**config.mk**
```make
export PLATFORM = sky130hd
export DESIGN_NAME = mc_control_fsm
export DESIGN_NICKNAME = d
export VERILOG_FILES = /design/src/rtl/mc_ctrl_pkg.sv /design/src/rtl/mc_mem_timer.sv /design/src/rtl/mc_control_fsm.sv
export SDC_FILE = /design/constraint.sdc
export NUM_CORES = 1
export LEC_CHECK = 0
export ABC_AREA = 1
export CAP_MARGIN = 10
export CELL_PAD_IN_SITES_DETAIL_PLACEMENT = 0
export CELL_PAD_IN_SITES_GLOBAL_PLACEMENT = 1
export CORE_UTILIZATION = 27
export DETAILED_ROUTE_END_ITERATION = 10
export PLACE_DENSITY = 0.81
export REMOVE_ABC_BUFFERS = 1
export SLEW_MARGIN = 20
export SYNTH_ARGS = -nofsm -noshare
export SYNTH_HDL_FRONTEND = slang
export SYNTH_HIERARCHICAL = 1
export SYNTH_SLANG_ARGS = --single-unit
```
**constraint.sdc**
```tcl
create_clock -name clk_i -period 1.5 [get_ports clk_i]
set_input_delay 0.15 -clock clk_i [delete_from_list [all_inputs] [get_ports clk_i]]
set_output_delay 0.15 -clock clk_i [all_outputs]
set_load 0.03 [all_outputs]
```
**src/rtl/mc_ctrl_pkg.sv**
```systemverilog
// Shared encodings for the multi-cycle MIPS-subset control unit: opcodes, FSM states and
// datapath mux/ALU codes.
package mc_ctrl_pkg;

  localparam logic [5:0] OpRtype = 6'b000000;
  localparam logic [5:0] OpLw    = 6'b100011;
  localparam logic [5:0] OpSw    = 6'b101011;
  localparam logic [5:0] OpBne   = 6'b000101;
  localparam logic [5:0] OpXori  = 6'b001110;
  localparam logic [5:0] OpJ     = 6'b000010;

  localparam logic [1:0] AluAdd   = 2'b00;
  localparam logic [1:0] AluSub   = 2'b01;
  localparam logic [1:0] AluFunct = 2'b10;
  localparam logic [1:0] AluXor   = 2'b11;

  localparam logic [1:0] PcSrcAlu    = 2'b00;
  localparam logic [1:0] PcSrcAluOut = 2'b01;
  localparam logic [1:0] PcSrcJump   = 2'b10;

  localparam logic [1:0] SrcBRt    = 2'b00;
  localparam logic [1:0] SrcBFour  = 2'b01;
  localparam logic [1:0] SrcBImm   = 2'b10;
  localparam logic [1:0] SrcBImmSh = 2'b11;

  typedef enum logic [3:0] {
    StIdle,
    StFetch,
    StDecode,
    StMemAddr,
    StMemRd,
    StLwWb,
    StMemWr,
    StRExec,
    StRWb,
    StBranch,
    StXoriExec,
    StXoriWb,
    StJump,
    StTrap
  } state_e;

  // States that hold mem_req and therefore run the timeout counter.
  function automatic logic is_mem_state(state_e s);
    return (s == StFetch) || (s == StMemRd) || (s == StMemWr);
  endfunction

endpackage

```
**src/rtl/mc_mem_timer.sv**
```systemverilog
// Memory-wait timeout counter: counts unanswered request cycles and flags the cycle on which
// the Limit-th consecutive unanswered cycle occurs.
module mc_mem_timer #(
  parameter int unsigned Width = 4,
  parameter int unsigned Limit = 15
) (
  input  logic clk_i,
  input  logic reset_ni,
  input  logic clr_i,
  input  logic en_i,
  output logic timeout_o
);

  logic [Width-1:0] cnt_q, cnt_d;

  always_comb begin
    cnt_d = cnt_q;
    if (clr_i) begin
      cnt_d = '0;
    end else if (en_i) begin
      cnt_d = cnt_q + Width'(1);
    end
  end

  always_ff @(posedge clk_i or negedge reset_ni) begin
    if (!reset_ni) begin
      cnt_q <= '0;
    end else begin
      cnt_q <= cnt_d;
    end
  end

  // cnt_q holds the unanswered cycles seen so far, so this fires on the Limit-th one.
  assign timeout_o = en_i && (cnt_q == Width'(Limit - 1));

endmodule

```
**src/rtl/mc_control_fsm.sv**
```systemverilog
// Multi-cycle MIPS-subset control unit with memory handshake, timeout trap and retire strobe.
// Optional performance counters are compiled in when MC_PERF_CNT_EN is defined.
module mc_control_fsm
  import mc_ctrl_pkg::*;
#(
  parameter int unsigned AluOpW     = 2,
  parameter int unsigned TmoW       = 4,
  parameter int unsigned MemTimeout = 15
`ifdef MC_PERF_CNT_EN
  ,
  parameter int unsigned CntW       = 32
`endif
) (
  input  logic              clk_i,
  input  logic              reset_ni,
  input  logic              run_i,
  input  logic [5:0]        opcode_i,
  input  logic              mem_ready_i,
  output logic              mem_req_o,
  output logic              mem_read_o,
  output logic              mem_write_o,
  output logic              iord_o,
  output logic              ir_write_o,
  output logic              pc_write_o,
  output logic              pc_write_cond_o,
  output logic [1:0]        pc_source_o,
  output logic              alu_src_a_o,
  output logic [1:0]        alu_src_b_o,
  output logic [AluOpW-1:0] alu_op_o,
  output logic              sign_zero_o,
  output logic              reg_dst_o,
  output logic              mem_to_reg_o,
  output logic              reg_write_o,
  output logic              instr_done_o,
  output logic              illegal_op_o,
  output logic              bus_err_o
`ifdef MC_PERF_CNT_EN
  ,
  output logic [CntW-1:0]   cycle_cnt_o,
  output logic [CntW-1:0]   retired_cnt_o
`endif
);

  state_e     state_q, state_d;
  logic       illegal_q, illegal_d;
  logic       bus_err_q, bus_err_d;
  logic       in_mem;
  logic       timeout;
  logic [1:0] alu_op;

  assign in_mem = is_mem_state(state_q);

  mc_mem_timer #(
    .Width(TmoW),
    .Limit(MemTimeout)
  ) u_mem_timer (
    .clk_i    (clk_i),
    .reset_ni (reset_ni),
    .clr_i    (!in_mem || mem_ready_i),
    .en_i     (in_mem && !mem_ready_i),
    .timeout_o(timeout)
  );

  always_comb begin
    state_d   = state_q;
    illegal_d = illegal_q;
    bus_err_d = bus_err_q;
    unique case (state_q)
      StIdle: begin
        if (run_i) state_d = StFetch;
      end
      StFetch: begin
        if (mem_ready_i) begin
          state_d = StDecode;
        end else if (timeout) begin
          state_d   = StTrap;
          bus_err_d = 1'b1;
        end
      end
      StDecode: begin
        case (opcode_i)
          OpRtype:    state_d = StRExec;
          OpLw, OpSw: state_d = StMemAddr;
          OpBne:      state_d = StBranch;
          OpXori:     state_d = StXoriExec;
          OpJ:        state_d = StJump;
          default: begin
            state_d   = StTrap;
            illegal_d = 1'b1;
          end
        endcase
      end
      StMemAddr:  state_d = (opcode_i == OpLw) ? StMemRd : StMemWr;
      StMemRd: begin
        if (mem_ready_i) begin
          state_d = StLwWb;
        end else if (timeout) begin
          state_d   = StTrap;
          bus_err_d = 1'b1;
        end
      end
      StMemWr: begin
        if (mem_ready_i) begin
          state_d = run_i ? StFetch : StIdle;
        end else if (timeout) begin
          state_d   = StTrap;
          bus_err_d = 1'b1;
        end
      end
      StRExec:    state_d = StRWb;
      StXoriExec: state_d = StXoriWb;
      StLwWb, StRWb, StBranch, StXoriWb, StJump: begin
        state_d = run_i ? StFetch : StIdle;
      end
      StTrap:     state_d = StTrap;
      default:    state_d = StIdle;
    endcase
  end

  always_ff @(posedge clk_i or negedge reset_ni) begin
    if (!reset_ni) begin
      state_q   <= StIdle;
      illegal_q <= 1'b0;
      bus_err_q <= 1'b0;
    end else begin
      state_q   <= state_d;
      illegal_q <= illegal_d;
      bus_err_q <= bus_err_d;
    end
  end

  // Moore decode; only FETCH's IR/PC load and MEM_WR's retire look at mem_ready.
  always_comb begin
    mem_req_o       = 1'b0;
    mem_read_o      = 1'b0;
    mem_write_o     = 1'b0;
    iord_o          = 1'b0;
    ir_write_o      = 1'b0;
    pc_write_o      = 1'b0;
    pc_write_cond_o = 1'b0;
    pc_source_o     = PcSrcAlu;
    alu_src_a_o     = 1'b0;
    alu_src_b_o     = SrcBRt;
    alu_op          = AluAdd;
    sign_zero_o     = 1'b0;
    reg_dst_o       = 1'b0;
    mem_to_reg_o    = 1'b0;
    reg_write_o     = 1'b0;
    instr_done_o    = 1'b0;
    unique case (state_q)
      StFetch: begin
        mem_req_o   = 1'b1;
        mem_read_o  = 1'b1;
        alu_src_b_o = SrcBFour;
        ir_write_o  = mem_ready_i;
        pc_write_o  = mem_ready_i;
      end
      StDecode: alu_src_b_o = SrcBImmSh;
      StMemAddr: begin
        alu_src_a_o = 1'b1;
        alu_src_b_o = SrcBImm;
      end
      StMemRd: begin
        mem_req_o  = 1'b1;
        mem_read_o = 1'b1;
        iord_o     = 1'b1;
      end
      StLwWb: begin
        mem_to_reg_o = 1'b1;
        reg_write_o  = 1'b1;
        instr_done_o = 1'b1;
      end
      StMemWr: begin
        mem_req_o    = 1'b1;
        mem_write_o  = 1'b1;
        iord_o       = 1'b1;
        instr_done_o = mem_ready_i;
      end
      StRExec: begin
        alu_src_a_o = 1'b1;
        alu_op      = AluFunct;
      end
      StRWb: begin
        reg_dst_o    = 1'b1;
        reg_write_o  = 1'b1;
        instr_done_o = 1'b1;
      end
      StBranch: begin
        alu_src_a_o     = 1'b1;
        alu_op          = AluSub;
        pc_write_cond_o = 1'b1;
        pc_source_o     = PcSrcAluOut;
        instr_done_o    = 1'b1;
      end
      StXoriExec: begin
        alu_src_a_o = 1'b1;
        alu_src_b_o = SrcBImm;
        alu_op      = AluXor;
        sign_zero_o = 1'b1;
      end
      StXoriWb: begin
        reg_write_o  = 1'b1;
        sign_zero_o  = 1'b1;
        instr_done_o = 1'b1;
      end
      StJump: begin
        pc_write_o   = 1'b1;
        pc_source_o  = PcSrcJump;
        instr_done_o = 1'b1;
      end
      default: ;
    endcase
  end

  assign alu_op_o     = AluOpW'(alu_op);
  assign illegal_op_o = illegal_q;
  assign bus_err_o    = bus_err_q;

`ifdef MC_PERF_CNT_EN
  logic [CntW-1:0] cycle_cnt_q, retired_cnt_q;

  always_ff @(posedge clk_i or negedge reset_ni) begin
    if (!reset_ni) begin
      cycle_cnt_q   <= '0;
      retired_cnt_q <= '0;
    end else begin
      if (state_q != StIdle && state_q != StTrap) cycle_cnt_q <= cycle_cnt_q + CntW'(1);
      if (instr_done_o) retired_cnt_q <= retired_cnt_q + CntW'(1);
    end
  end

  assign cycle_cnt_o   = cycle_cnt_q;
  assign retired_cnt_o = retired_cnt_q;
`endif

endmodule
```
==> flow_summary.ini, run 1 <==
[critical_path]
crit_path_end_kind = output port
critPathArrivalTime_ps = 1540
r2r-start = state_q[3]
cp.required_ps = 1350
worstPathMaxFanout = 4
crit_path_start_kind = flip-flop
slowest_stage = dfrtp_2
worstPathCellList = buf_6, nor2_4, buf_6, nand2_4, nand3_4, o21bai_1, buf_4
critical_path_class = flip-flop to output port
slowest_delay_ps = 450
path_common_cell = buf_6
crit_start = state_q[2]

[power]
p_seq_frac = 0.123
switching_share = 0.496
p_leak_nw = 0.925
combPwrFrac = 0.823
fin_total_pwr_mw = 3.31
p_per_area_nw_per_um2 = 1890
power.share.clock = 0.054
p_int_mw = 1.67
p_sw_mw = 1.64
ir_drop_uv = 795

[floorplan]
pin_count = 31
fp.dieH_um = 59.8
die_area_um2 = 3570
coreArea_um2 = 3100
start_util = 0.290
num_rows = 20
die_w_um = 59.8

[placed_design]
placed_area_um2 = 1320
port_buffers = 30
place.detailed.hpwl_um = 1970
place_congestion = 0.859
dp_slack_ps = -160

[finish]
multi_input_area_um2 = 711
diodes = 0
layout_common_cells = buf_4, buf_6, nand2_1, nand2_2, inv_1
drive_above_1_share = 0.555
area_growth_pct = 94.3
fin_area_um2 = 1750
layout_commonest_cell = buf_4
ff_latch_area_um2 = 253
nets = 225
n_fill_cell = 297

[synthesis]
syn_avg_cell_area_um2 = 6.21
synth_top_family_by_area = simple AND/OR/NAND/NOR gates
synth_cells = 145
synth-simple-area-share = 0.458
synth_fa_ha_area_frac = 0.0278
synth_xor_xnor_area_share = 0
syn_area_um2 = 901
yosys_warnings = 6
yosysSeqAreaShare = 0.278
synthMuxAreaShare = 0
synth-seq-cells = 10
synth_compound_area_frac = 0.107
ys_types = 22

[detailed_routing]
wirelength_um = 2910
drc = 0
dr.pass1.iters = 4
routed_via_density = 4.55
drt_iter0_markers = 43
drtAntennaViolNets = 0
vias = 1160
post_drt_wl_per_cell_um = 11.4

[clocking]
cts-root-buf = clkbuf_4
cts_buffers = 3
insertion_delay_ps = 260
tritoncts = yes
hold_buffers = 0
cts_max_level = 1
clk_path_buf_depth = 2
clkTransAtPathRegs_ps = 60
cts_sinks = 10

[global_route]
grt.met1_usage = 0.186
use_met3 = 0.00866
grt_antenna_before_repair = 0
grt_use_met2 = 0.295
grt_pass1_vias = 1081
grt.busiest_layer = met2
grt_overflow_total = 0
grt_start_max_net_pins = 11
track_usage = 0.161
grt_pass1_wl_um = 4350

[timing]
setup_slack_ps = -190
tightest_slew_ps = 430
whs_ps = 191
clock_skew_ps = 2.99
fin_crit_sh = 1.13
relSlewSlack = 0.713
drv_slew = 0
setup_viol = 22
min_period_ps = 1690
rsz0062_at_grt = yes
hold_viol_final = 0
max_freq_mhz = 592

[status]
status = finished, violations left
violations = negative setup slack

[job]
maxCapViolCount = 0

[worst_hold_path]
min_path_type = input pin to asynchronous set/reset pin
[logic make-up (layout without fill, tap and decap cells)]
logic type / Yosys count / count (layout)
simple gates: 88 / 88
fa+ha+maj: 2 / 2
flops: 10 / 10
buf+inv: 30 / 96
compound gates: 15 / 15
[flip-flops by register name, indices dropped and copies added, names as in the netlist]
signal             flops
bus_err_o              1
illegal_op_o           1
state_q                4
u_mem_timer/cnt_q      4
[critical path, delay by kind of cell, from the launching register on]
| family | cells | cell delay (ps) |
|---|---|---|
| AO/OA/AOI/OAI | 1 | 120 |
| buffers and inverters | 3 | 450 |
| flip-flops | 1 | 450 |
| AND/OR/NAND/NOR | 3 | 260 |
[per-layer routing]
metal | vias to the layer above | routed length, µm
met4 | 0 | 45
li1 | 593 | -
met1 | 521 | 1160
met5 | - | 0
met2 | 42 | 1600
met3 | 4 | 101
[power groups by stage]
stage          combinational [mW]  sequential, mW  clock, mW
3_5_place_dp                 1.83           0.392          0
4_1_cts                      2.42           0.406      0.188
5_1_grt                      2.91           0.415      0.190
2_1_floorplan                1.08           0.406          0
3_3_place_gp                 1.82           0.392          0
6_report                     2.73           0.407      0.179
[worst paths after layout]
path,slack (ps),cells after the start,end
hold reg to reg,470,2,bus_err_o
max in group asynchronous,980,1,state_q[2]
setup reg to reg,-150,11,state_q[1]
setup / recovery,-190,7,instr_done_o
min in group clk_i,470,2,bus_err_o
hold / removal,190,1,u_mem_timer/cnt_q[2]
[stage by stage]
step           setup TNS [ps]   util  cells
3_5_place_dp             -525  0.426    234
3_3_place_gp             -215  0.426    234
4_1_cts                 -1350  0.519    247
6_report                -1880  0.564    255
5_1_grt                 -3450  0.564    255
2_1_floorplan           -3630      -    144
[cell usage after synthesis, drive strengths merged]
| master | number | share of area |
|---|---|---|
| nor2 | 27 | 0.14 |
| o21bai | 1 | 0.0083 |
| inv | 29 | 0.12 |
| buf | 1 | 0.0083 |
| dfrtp | 10 | 0.28 |
| ha | 2 | 0.028 |
| o211ai | 3 | 0.025 |
| nand2 | 42 | 0.19 |
| nand3 | 10 | 0.061 |
| o21ai | 4 | 0.022 |
| nor3 | 2 | 0.011 |
| nand4 | 5 | 0.035 |
| nand3b | 2 | 0.017 |
| a21oi | 7 | 0.051 |
[layout make-up]
class,instances,area share
clock buffer,3,0.0129
inverter,29,0.0679
multi-input combinational,105,0.406
sequential,10,0.144
tap,44,0.0315
timing repair buffer,64,0.337
[what timing repair did]
item,CTS,global route
pin swaps,12,20
resized for setup,62,25
setup endpoints to repair,23,27
setup buffers,10,8
(Power assumes the default switching activity.)
==> run 2: changes to the inputs <==
CORE_UTILIZATION = 30   (was 27)
HOLD_SLACK_MARGIN = 0.02   (was not set)
PLACE_DENSITY = 0.85   (was 0.81)
clock period = 1.92 ns   (was 1.5 ns; I/O delays follow)
==> flow_summary.ini, run 2 (synthesized netlist as in run 1, its figures left out) <==
[status]
status = finished, violations left
violations = design-rule violations

[critical_path]
critical_path_class = flip-flop to output port
worstPathMaxFanout = 6
r2r_slack_ps = 150
crit_path_end_kind = output port
slowest_delay_ps = 450
critPathArrivalTime_ps = 1620
cp.required_ps = 1730
worstReg2RegEnd = state_q[1]
slowest_stage = dfrtp_1
worstRegToRegCells = 12
worstPathCellList = buf_4, nor2_1, nand2_1, inv_1, dlygate4sd2_1
r2r-start = state_q[3]
cp_top_family = buffers and inverters
crit_buf_inv = 3
crit_path_start_kind = flip-flop

[placed_design]
place_congestion = 0.836
place.detailed.hpwl_um = 1840
port_buffers = 30
dp_slack_ps = -24.9

[timing]
relSlewSlack = 0.703
tightest_slew_ps = 444
whs_ps = 226
min_period_ps = 1810
clock_skew_ps = 6.73
hold_viol_final = 0
drv_slew = 0
rsz0062_at_grt = no
fin_crit_sh = 0.945
max_freq_mhz = 551
setup_slack_ps = 106
setup_viol = 0

[global_route]
track_usage = 0.154
grt_start_max_net_pins = 11
grt_overflow_total = 0
grt_pass1_vias = 888
grt_antenna_before_repair = 0
grt_pass1_wl_um = 3860

[clocking]
cts-root-buf = clkbuf_4
clk_path_buf_depth = 2
cts_max_level = 1
cts_sinks = 10
insertion_delay_ps = 270
tritoncts = yes
cts_resized = 20
hold_buffers = 0
clkTransAtPathRegs_ps = 70
cts_buffers = 3
cts_setup_buffers = 0

[detailed_routing]
post_drt_wl_per_cell_um = 10.2
drtAntennaViolNets = 0
wirelength_um = 2170
dr.pass1.iters = 7
drt_iter0_markers = 22
vias = 999
routed_via_density = 4.69
drc = 8

[power]
p_leak_nw = 0.742
p_per_area_nw_per_um2 = 1350
ir_drop_uv = 528

[job]
maxCapViolCount = 0

[finish]
drive_above_1_share = 0.203
top_regs = state_q: 4 flops, u_mem_timer/cnt_q: 4 flops
diodes = 0
multi_input_area_um2 = 544
layout_commonest_cell = nand2_1
n_fill_cell = 305
area_growth_pct = 41.1
layout_common_cells = nand2_1, inv_1, nor2_1, dlygate4sd2_1, clkdlybuf4s50_1
nets = 195
final_util = 0.453
ff_latch_area_um2 = 254

[floorplan]
start_util = 0.321
num_rows = 19
coreArea_um2 = 2810
fp.dieH_um = 56.8
die_area_um2 = 3230
pin_count = 31
die_w_um = 56.8

[worst_hold_path]
min_path_type = input pin to asynchronous set/reset pin
## run 2: cell count changes in the layout (fill, tap and decap cells not counted), moves of 4 or more
cell | before | now
nor2_1 | 13 | 18
inv_2 | 10 | 5
nor2_4 | 12 | 3
nand2_1 | 20 | 38
nand2_4 | 5 | 1
buf_6 | 22 | 0
clkbuf_2 | 0 | 4
buf_4 | 31 | 6
nand2_2 | 17 | 3
inv_4 | 4 | 0
nor2_2 | 2 | 6
dlygate4sd2_1 | 0 | 13
inv_1 | 15 | 24
## run 2: how the worst max path moves through the flow
stage / from / endpoint / slack, ps / cells after the start
3_3_place_gp: state_q[2] / alu_src_b_o[0] / -30 / 6
5_1_grt: state_q[0] / mem_read_o / 4 / 5
4_1_cts: state_q[3] / alu_op_o[0] / 0.7 / 7
3_5_place_dp: state_q[3] / alu_op_o[0] / -20 / 7
6_report: state_q[0] / pc_source_o[1] / 110 / 5
2_1_floorplan: state_q[3] / alu_src_a_o / -230 / 6
## run 2: where the power goes
part | switching (mW) | leakage, nW | internal (mW) | total [mW]
registers | 0.0787 | 0.120 | 0.260 | 0.338
logic | 0.790 | 0.600 | 0.395 | 1.18
clock network | 0.0758 | 0.0210 | 0.115 | 0.191
## run 2: final cells by class
cell class	instances	area share
sequential	10	0.200
inverter	29	0.0856
tap	31	0.0305
clock buffer	4	0.0285
timing repair buffer	34	0.227
multi-input combinational	105	0.428
## run 2: routing by layer
metal / track usage / part of all wire
met1: 0.214 / 0.48
met4: 0.0836 / 0.026
met2: 0.231 / 0.44
met3: 0.0184 / 0.054
met5: 0 / 0
## run 2: worst reg2reg max path: cells and delay by family (launching register included)
kind            cells  cell delay, ps
compound gates      3             400
buf+inv             3             250
flops               1             450
simple gates        6             570
## run 2: through the flow
stage / TNS, ps / instances / instance area [µm²] / power, mW
after global placement: -49.4 / 209 / 1260 / 1.61
after floorplan: -405 / 144 / 893 / 1.16
after global routing: 0 / 213 / 1270 / 1.86
after CTS: 0 / 213 / 1280 / 1.72
final: 0 / 213 / 1270 / 1.71
after detailed placement: -24.9 / 209 / 1260 / 1.61
